File: config.mk
export PLATFORM = sky130hd
export DESIGN_NAME = gw2a_ddr_dq_sched_flat
export DESIGN_NICKNAME = d
export VERILOG_FILES = /design/src/rtl/gw2a_ddr_dq_sched_if.sv /design/src/rtl/gw2a_ddr_dq_sched.sv /design/src/flat_wrapper.sv
export SDC_FILE = /design/constraint.sdc
export NUM_CORES = 1
export LEC_CHECK = 0
export BUFFER_PORTS_ARGS = -buffer_cell sky130_fd_sc_hd__clkbuf_2
export CAP_MARGIN = 5
export CORE_ASPECT_RATIO = 1.5
export CORE_MARGIN = 2
export CORE_UTILIZATION = 40
export CTS_CLUSTER_DIAMETER = 40
export DETAILED_ROUTE_END_ITERATION = 10
export PLACE_DENSITY = 0.69
export SYNTH_ARGS = -nofsm -noshare
export SYNTH_HDL_FRONTEND = slang
export SYNTH_SLANG_ARGS = --single-unit
File: constraint.sdc
create_clock -name clk_x1 -period 2.36 [get_ports clk_x1]
set_input_delay 0.472 -clock clk_x1 [delete_from_list [all_inputs] [get_ports clk_x1]]
set_output_delay 0.472 -clock clk_x1 [all_outputs]
set_load 0.03 [all_outputs]
File: src/rtl/gw2a_ddr_dq_sched_if.sv
// gw2a_ddr_dq_sched_if
// Bundles the request/data handshakes and the IOB lanes of the DQ direction
// scheduler so that requesters, IOB model and scheduler share one port.
//   master : requester + IOB side (drives valids, write data, IOB Q lanes)
//   slave  : the scheduler (drives readies, take, read data/tags, OEN/D lanes)
// Signals:
//   wr_valid_i/wr_ready_o/wr_data_i/wr_take_o : write-burst request and beats
//   rd_valid_i/rd_ready_o                     : read-burst request
//   rd_data_o/rd_data_valid_o/rd_last_o       : tagged read beats
//   iob_oen_o/iob_d_o/iob_q_i                 : IOB OEN, {D1,D0}, {Q1,Q0}
//   busy_o                                    : burst, read data or gap pending
interface gw2a_ddr_dq_sched_if #(
   parameter int WIDTH = 16
);
   logic             wr_valid_i;
   logic             wr_ready_o;
   logic [WIDTH-1:0] wr_data_i;
   logic             wr_take_o;
   logic             rd_valid_i;
   logic             rd_ready_o;
   logic [WIDTH-1:0] rd_data_o;
   logic             rd_data_valid_o;
   logic             rd_last_o;
   logic             iob_oen_o;
   logic [WIDTH-1:0] iob_d_o;
   logic [WIDTH-1:0] iob_q_i;
   logic             busy_o;

   modport master (
      output wr_valid_i, wr_data_i, rd_valid_i, iob_q_i,
      input  wr_ready_o, wr_take_o, rd_ready_o, rd_data_o, rd_data_valid_o,
             rd_last_o, iob_oen_o, iob_d_o, busy_o
   );

   modport slave (
      input  wr_valid_i, wr_data_i, rd_valid_i, iob_q_i,
      output wr_ready_o, wr_take_o, rd_ready_o, rd_data_o, rd_data_valid_o,
             rd_last_o, iob_oen_o, iob_d_o, busy_o
   );
endinterface

File: src/rtl/gw2a_ddr_dq_sched.sv
// gw2a_ddr_dq_sched
// Direction scheduler for one shared bidirectional DDR DQ group. Arbitrates a
// write-burst and a read-burst requester round-robin, drives write beats onto
// the IOB D lanes, releases the bus for read windows, enforces turnaround gaps
// and tags returning read data with a fixed read latency.
// Ports:
//   clk_x1 : PCLK, all logic on its rising edge
//   reset  : synchronous, active-high
//   bus    : gw2a_ddr_dq_sched_if.slave (handshakes, read data, IOB lanes)
module gw2a_ddr_dq_sched #(
   parameter int WIDTH = 16,
   parameter int BURST = 4,
   parameter int RDLAT = 3,
   parameter int TURN  = 1
) (
   input logic                clk_x1,
   input logic                reset,
   gw2a_ddr_dq_sched_if.slave bus
);
   localparam int CW   = 5;
   localparam int TAGW = (RDLAT > 0) ? RDLAT : 1;
   localparam logic [CW-1:0] CNT_ZERO = {CW{1'b0}};
   localparam logic [CW-1:0] CNT_ONE  = {{(CW-1){1'b0}}, 1'b1};
   localparam logic [CW-1:0] BURST_M1 = CW'(BURST - 1);
   // write->read gap: cycles in TURN before a read may be accepted
   localparam logic [CW-1:0] W2R_M1   = CW'((TURN > 0) ? (TURN - 1) : 0);
   // read->write gap also covers the read data still in flight
   localparam logic [CW-1:0] R2W_M1   = CW'(((RDLAT + TURN) > 0) ? (RDLAT + TURN - 1) : 0);

   typedef enum logic [1:0] {
      ST_IDLE  = 2'd0,
      ST_WRITE = 2'd1,
      ST_READ  = 2'd2,
      ST_TURN  = 2'd3
   } state_t;

   state_t          state_r, state_s;
   logic [CW-1:0]   cnt_r, cnt_s;        // cycles left in the current state
   logic            last_wr_r, last_wr_s; // last served direction was write
   logic            from_wr_r, from_wr_s; // TURN entered after a write burst
   logic            cnt_zero_s;
   logic            wr_elig_s, rd_elig_s;
   logic            pick_wr_s, pick_rd_s;
   logic            wr_acc_s, rd_acc_s;
   logic            take_s, win_s, win_last_s;
   logic            cap_v_s, cap_l_s;
   logic [TAGW-1:0] tag_v_r, tag_l_r;
   logic            oen_r, dv_r, last_r;
   logic [WIDTH-1:0] d_r, rdata_r;

   assign cnt_zero_s = (cnt_r == CNT_ZERO);

   // Eligibility per state, round-robin pick and request acceptance
   always_comb begin
      wr_elig_s = 1'b0;
      rd_elig_s = 1'b0;
      case (state_r)
         ST_IDLE: begin
            wr_elig_s = 1'b1;
            rd_elig_s = 1'b1;
         end
         ST_WRITE: wr_elig_s = cnt_zero_s;
         ST_READ:  rd_elig_s = cnt_zero_s;
         ST_TURN: begin
            // same direction may continue; the opposite waits out the gap
            if (from_wr_r) begin
               wr_elig_s = 1'b1;
               rd_elig_s = cnt_zero_s;
            end else begin
               rd_elig_s = 1'b1;
               wr_elig_s = cnt_zero_s;
            end
         end
         default: begin
            wr_elig_s = 1'b0;
            rd_elig_s = 1'b0;
         end
      endcase
      // The pick ignores eligibility so a waiting opposite direction blocks
      // back-to-back grants instead of being starved.
      pick_rd_s  = bus.rd_valid_i & (~bus.wr_valid_i | last_wr_r);
      pick_wr_s  = bus.wr_valid_i & (~bus.rd_valid_i | ~last_wr_r);
      rd_acc_s   = pick_rd_s & rd_elig_s & ~reset;
      wr_acc_s   = pick_wr_s & wr_elig_s & ~reset;
      take_s     = wr_acc_s | ((state_r == ST_WRITE) & ~cnt_zero_s & ~reset);
      win_s      = (state_r == ST_READ);
      win_last_s = win_s & cnt_zero_s;
   end

   // Next-state and counter logic
   always_comb begin
      state_s   = state_r;
      cnt_s     = cnt_r;
      last_wr_s = last_wr_r;
      from_wr_s = from_wr_r;
      if (wr_acc_s) begin
         state_s   = ST_WRITE;
         cnt_s     = BURST_M1;
         last_wr_s = 1'b1;
      end else if (rd_acc_s) begin
         state_s   = ST_READ;
         cnt_s     = BURST_M1;
         last_wr_s = 1'b0;
      end else begin
         case (state_r)
            ST_IDLE: state_s = ST_IDLE;
            ST_WRITE: begin
               if (!cnt_zero_s) begin
                  cnt_s = cnt_r - CNT_ONE;
               end else if (TURN > 0) begin
                  state_s   = ST_TURN;
                  cnt_s     = W2R_M1;
                  from_wr_s = 1'b1;
               end else begin
                  state_s = ST_IDLE;
               end
            end
            ST_READ: begin
               if (!cnt_zero_s) begin
                  cnt_s = cnt_r - CNT_ONE;
               end else if ((RDLAT + TURN) > 0) begin
                  state_s   = ST_TURN;
                  cnt_s     = R2W_M1;
                  from_wr_s = 1'b0;
               end else begin
                  state_s = ST_IDLE;
               end
            end
            ST_TURN: begin
               if (!cnt_zero_s) begin
                  cnt_s = cnt_r - CNT_ONE;
               end else begin
                  state_s = ST_IDLE;
               end
            end
            default: begin
               state_s = ST_IDLE;
               cnt_s   = CNT_ZERO;
            end
         endcase
      end
   end

   // FSM state register; reset leaves "last served" as write
   always_ff @(posedge clk_x1) begin
      if (reset) begin
         state_r   <= ST_IDLE;
         cnt_r     <= CNT_ZERO;
         last_wr_r <= 1'b1;
         from_wr_r <= 1'b0;
      end else begin
         state_r   <= state_s;
         cnt_r     <= cnt_s;
         last_wr_r <= last_wr_s;
         from_wr_r <= from_wr_s;
      end
   end

   // Read tag pipeline: one valid/last tag per read-window cycle
   always_ff @(posedge clk_x1) begin
      if (reset) begin
         tag_v_r <= {TAGW{1'b0}};
         tag_l_r <= {TAGW{1'b0}};
      end else begin
         tag_v_r[0] <= win_s;
         tag_l_r[0] <= win_last_s;
         for (int k = 1; k < TAGW; k++) begin
            tag_v_r[k] <= tag_v_r[k-1];
            tag_l_r[k] <= tag_l_r[k-1];
         end
      end
   end

   // Tag whose Q data is on the lanes this cycle
   assign cap_v_s = (RDLAT > 0) ? tag_v_r[TAGW-1] : win_s;
   assign cap_l_s = (RDLAT > 0) ? tag_l_r[TAGW-1] : win_last_s;

   // Registered IOB drive and read capture; D is zero while released
   always_ff @(posedge clk_x1) begin
      if (reset) begin
         oen_r   <= 1'b1;
         d_r     <= {WIDTH{1'b0}};
         dv_r    <= 1'b0;
         last_r  <= 1'b0;
         rdata_r <= {WIDTH{1'b0}};
      end else begin
         oen_r   <= ~take_s;
         d_r     <= take_s ? bus.wr_data_i : {WIDTH{1'b0}};
         dv_r    <= cap_v_s;
         last_r  <= cap_l_s;
         rdata_r <= cap_v_s ? bus.iob_q_i : {WIDTH{1'b0}};
      end
   end

   assign bus.wr_ready_o      = wr_acc_s;
   assign bus.rd_ready_o      = rd_acc_s;
   assign bus.wr_take_o       = take_s;
   assign bus.iob_oen_o       = oen_r;
   assign bus.iob_d_o         = d_r;
   assign bus.rd_data_valid_o = dv_r;
   assign bus.rd_last_o       = last_r;
   assign bus.rd_data_o       = rdata_r;
   assign bus.busy_o          = (state_r != ST_IDLE) | (|tag_v_r);
endmodule

File: src/flat_wrapper.sv
// flat-port wrapper written by rule: the top's interface ports become plain ports
module gw2a_ddr_dq_sched_flat 
#(
   parameter int WIDTH = 16,
   parameter int BURST = 4,
   parameter int RDLAT = 3,
   parameter int TURN  = 1
)
  (clk_x1, reset, bus_wr_valid_i, bus_wr_data_i, bus_rd_valid_i, bus_iob_q_i, bus_wr_ready_o, bus_wr_take_o, bus_rd_ready_o, bus_rd_data_o, bus_rd_data_valid_o, bus_rd_last_o, bus_iob_oen_o, bus_iob_d_o, bus_busy_o);
  gw2a_ddr_dq_sched_if #(.WIDTH(WIDTH)) bus_i ();
  input logic clk_x1;
  input logic reset;
  input wire logic [$bits(bus_i.wr_valid_i)-1:0] bus_wr_valid_i;
  input wire logic [$bits(bus_i.wr_data_i)-1:0] bus_wr_data_i;
  input wire logic [$bits(bus_i.rd_valid_i)-1:0] bus_rd_valid_i;
  input wire logic [$bits(bus_i.iob_q_i)-1:0] bus_iob_q_i;
  output wire logic [$bits(bus_i.wr_ready_o)-1:0] bus_wr_ready_o;
  output wire logic [$bits(bus_i.wr_take_o)-1:0] bus_wr_take_o;
  output wire logic [$bits(bus_i.rd_ready_o)-1:0] bus_rd_ready_o;
  output wire logic [$bits(bus_i.rd_data_o)-1:0] bus_rd_data_o;
  output wire logic [$bits(bus_i.rd_data_valid_o)-1:0] bus_rd_data_valid_o;
  output wire logic [$bits(bus_i.rd_last_o)-1:0] bus_rd_last_o;
  output wire logic [$bits(bus_i.iob_oen_o)-1:0] bus_iob_oen_o;
  output wire logic [$bits(bus_i.iob_d_o)-1:0] bus_iob_d_o;
  output wire logic [$bits(bus_i.busy_o)-1:0] bus_busy_o;
  assign bus_i.wr_valid_i = bus_wr_valid_i;
  assign bus_i.wr_data_i = bus_wr_data_i;
  assign bus_i.rd_valid_i = bus_rd_valid_i;
  assign bus_i.iob_q_i = bus_iob_q_i;
  assign bus_wr_ready_o = bus_i.wr_ready_o;
  assign bus_wr_take_o = bus_i.wr_take_o;
  assign bus_rd_ready_o = bus_i.rd_ready_o;
  assign bus_rd_data_o = bus_i.rd_data_o;
  assign bus_rd_data_valid_o = bus_i.rd_data_valid_o;
  assign bus_rd_last_o = bus_i.rd_last_o;
  assign bus_iob_oen_o = bus_i.iob_oen_o;
  assign bus_iob_d_o = bus_i.iob_d_o;
  assign bus_busy_o = bus_i.busy_o;
  gw2a_ddr_dq_sched #(.WIDTH(WIDTH), .BURST(BURST), .RDLAT(RDLAT), .TURN(TURN)) u_core (.clk_x1(clk_x1), .reset(reset), .bus(bus_i));
endmodule
==> qor.yml <==
outcome:
  status: "complete, no violations"
synthesis:
  syn-cell-area_mm2: 0.001768
  ys_seq_area_share_pct: 56.62
  synthArstFlopShare_pct: 0
  synth.area.top_cells: "dfxtp_1 (57%), and2_1 (12%), ha_1 (5.0%)"
  synth.distinct_cells: 34
  ys_warn_count: 0
  synth_xor_xnor_area_share_pct: 0
  yosys.area_share.adder_pct: 4.954
  synth_seq_cells: 50
  synth_area_per_cell_um2: 10.65
  yosys.area_share.simple_pct: 23.07
  synth_nets: 209
  synthFlopType: "dfxtp_1"
  synth-edff-count: 0
  synth-compound-area-share_pct: 11.89
  synth_top_family_by_area: "simple AND/OR/NAND/NOR gates"
  post-synth-top-area-cell: "dfxtp_1"
  synthMuxAreaShare_pct: 0
  yosys.area.top_type_share_pct: 56.62
  syn-instance-count: 166
global_routing:
  grt_use_total_pct: 14.71
  grt_use_met3_pct: 4.421
  top_usage_layer: "met2"
  grt_pass1_vias: 1294
  met2_usage_pct: 25.23
  grt_util_met1_pct: 16.10
  grt_max_degree: 18
  grt-ovfl-total: 0
  grt_first_pass_wirelength_um: 5678
  antenna_found_initial: 0
placed_design:
  gp_congestion: 0.8120
  dp_hpwl_um: 2588
  portBuffers: 74
  dp_cells: 284
die:
  die_area_mm2: 0.004979
  ioPinCount: 75
  die_w_um: 58.28
  placementRows: 29
  start_util_pct: 41.64
  fp.coreArea_mm2: 0.004245
  die_h_um: 85.43
clocking:
  cts_buffers: 5
  cts_tree: "done"
  path_clk_slew_ns: 0.09
  ctsHtreeMaxLevel: 2
  clock_sinks: 50
  holdBufCountCts: 0
  clock-root-buffer: "clkbuf_8"
  clockBufferDepth: 2
  clk_latency_ns: 0.29
power_and_ir_drop:
  swShare_pct: 35.87
  p_sw_mw: 1.016
  ir_drop_uv: 816.0
  p_leak_nw: 1.133
  power_density_mw_per_mm2: 1193
  p_comb_share_pct: 41.9
  p_seq_share_pct: 37.3
  cell_internal_pwr_mw: 1.817
  p_clk_share_pct: 20.8
  fin_total_pwr_mw: 2.834
cells_and_area:
  drive_gt1_share_pct: 42.06
  area_delta_synth_final_pct: 34.39
  fin_nets: 294
  fillers: 375
  stdcell_count: 298
  layout_common_cells: "clkbuf_2 (71), dfxtp_1 (47), and2_1 (34), a21oi_1 (13), buf_4 (11)"
  diodes: 0
  final_common_cell: "clkbuf_2"
worst_hold_path:
  hp-class: "in -> reg"
  whs_path_depth: 2
timing:
  worst_pin_slew_ns: 0.7793
  max_clock_freq_mhz: 430.0
  drv_slew: 0
  setup_tns_ns: 0
  fin_worst_skew_ns: 0.006681
  hold_violations: 0
  maxSlewHeadroom_pct: 47.94
  timing.final.crit_period_ns: 2.326
  setup_viol: 0
  layout_worst_path_cycle_share_pct: 98.55
setup_path:
  r2r_cells: 9
  slowest_delay_ns: 0.34
  ff2ff_setup_slack_ns: 0.49
  slowest_stage: "dfxtp_2"
  cp_data_arrival_time_ns: 1.85
  crit_required_ns: 1.89
  cp_cell_sequence: "inv_2 > ha_4 > nor4b_4 > buf_6 > o21ai_2 > a31o_4 > nor2_1 > buf_4"
  start_kind: "register"
  criticalPathCategory: "reg -> out"
  end_kind: "primary output"
  critPathMaxFanout: 5
drt:
  routed_wl_um: 3525
  drc: 0
  ant_nets: 0
  dr.pass1.iters: 4
  vias: 1434
  drtIter0Drc: 61
  drt-wirelength-per-cell_um: 11.83
  viasPerCell: 4.812
run:
  drv_cap: 0
sequential cells by signal (all words and copies together), names as in the netlist:
name,cells
u_core.bus.iob_oen_o,1
u_core.from_wr_r,1
u_core.bus.rd_data_o,16
u_core.cnt_r,5
u_core.bus.rd_data_valid_o,1
u_core.tag_v_r,3
u_core.tag_l_r,3
u_core.bus.rd_last_o,1
u_core.state_r,2
u_core.bus.iob_d_o,16
u_core.last_wr_r,1
cells by family (layout without fill, tap and decap cells):
kind of cell / Yosys count / count (layout)
adder cells (fa/ha/maj): 7 / 7
flip-flops: 50 / 50
buffers and inverters: 13 / 99
AND/OR/NAND/NOR: 66 / 66
AO/OA/AOI/OAI: 30 / 30
layer usage:
metal / wire, µm / vias up
met3: 317 / 6
met1: 1434 / 629
met2: 1713 / 71
li1: - / 728
met4: 59 / 0
met5: 0 / -
metrics by stage:
| step | instance area (µm²) | worst slack [ns] | util [%] | hold slack (ns) |
|---|---|---|---|---|
| 2_1_floorplan | 1768 | 0.2049 | - | 0.4138 |
| 3_3_place_gp | 2191 | 0.2026 | 51.61 | 0.4194 |
| 3_5_place_dp | 2191 | 0.1468 | 51.61 | 0.4262 |
| 4_1_cts | 2356 | 0.003018 | 55.50 | 0.3553 |
| 5_1_grt | 2376 | -0.03772 | 55.97 | 0.3520 |
| 6_report | 2376 | 0.03427 | 55.97 | 0.3656 |
area by class of cell:
| cell class | count | area [µm²] | area share [%] |
|---|---|---|---|
| clock buffers | 5 | 68.82 | 2.896 |
| inverters | 7 | 26.28 | 1.106 |
| clock inverters | 3 | 43.79 | 1.843 |
| well taps | 46 | 57.56 | 2.422 |
| multi-input cells | 103 | 720.7 | 30.33 |
| flip-flops and latches | 50 | 1005 | 42.29 |
| repair buffers | 84 | 454.2 | 19.12 |
repair_timing:
| action | CTS | global route |
|---|---|---|
| hold endpoints to repair | 0 | 0 |
| pin swaps | 2 | 0 |
| gates resized for setup | 7 | 8 |
| buffers inserted | 5 | 1 |
| endpoints found under the setup margin | 3 | 4 |
Yosys cell counts, drive strengths merged, types with 3 or more instances:
cell / instances
dfxtp: 50
and2: 34
a21oi: 14
nor3: 9
ha: 7
inv: 7
nor2b: 7
nand2: 4
nor2: 4
buf: 3
clkbuf: 3
o21ai: 3
worst paths after layout:
check	from	end
max	u_core.cnt_r[1]	bus_wr_ready_o
min	bus_wr_data_i[11]	u_core.bus.iob_d_o[11]
max reg2reg	u_core.cnt_r[1]	u_core.from_wr_r
min reg2reg	u_core.tag_l_r[1]	u_core.tag_l_r[2]
power groups by stage:
stage	Clock, mW	Sequential [mW]	Combinational, mW
after floorplan	0	1.17	0.653
after global placement	0	1.07	1.01
after detailed placement	0	1.07	1.02
final	0.589	1.06	1.19
after CTS	0.614	1.05	1.13
after global routing	0.641	1.07	1.31
worst max-delay path, delay by kind of cell, from the launching register on:
family | cells | cell delay, ns
buffers and inverters | 3 | 0.42
DFF | 1 | 0.34
adders and majority gates | 1 | 0.14
and+or+nand+nor | 2 | 0.33
AOI/OAI and AO/OA | 2 | 0.32
Power figures use the tool's default switching activity.
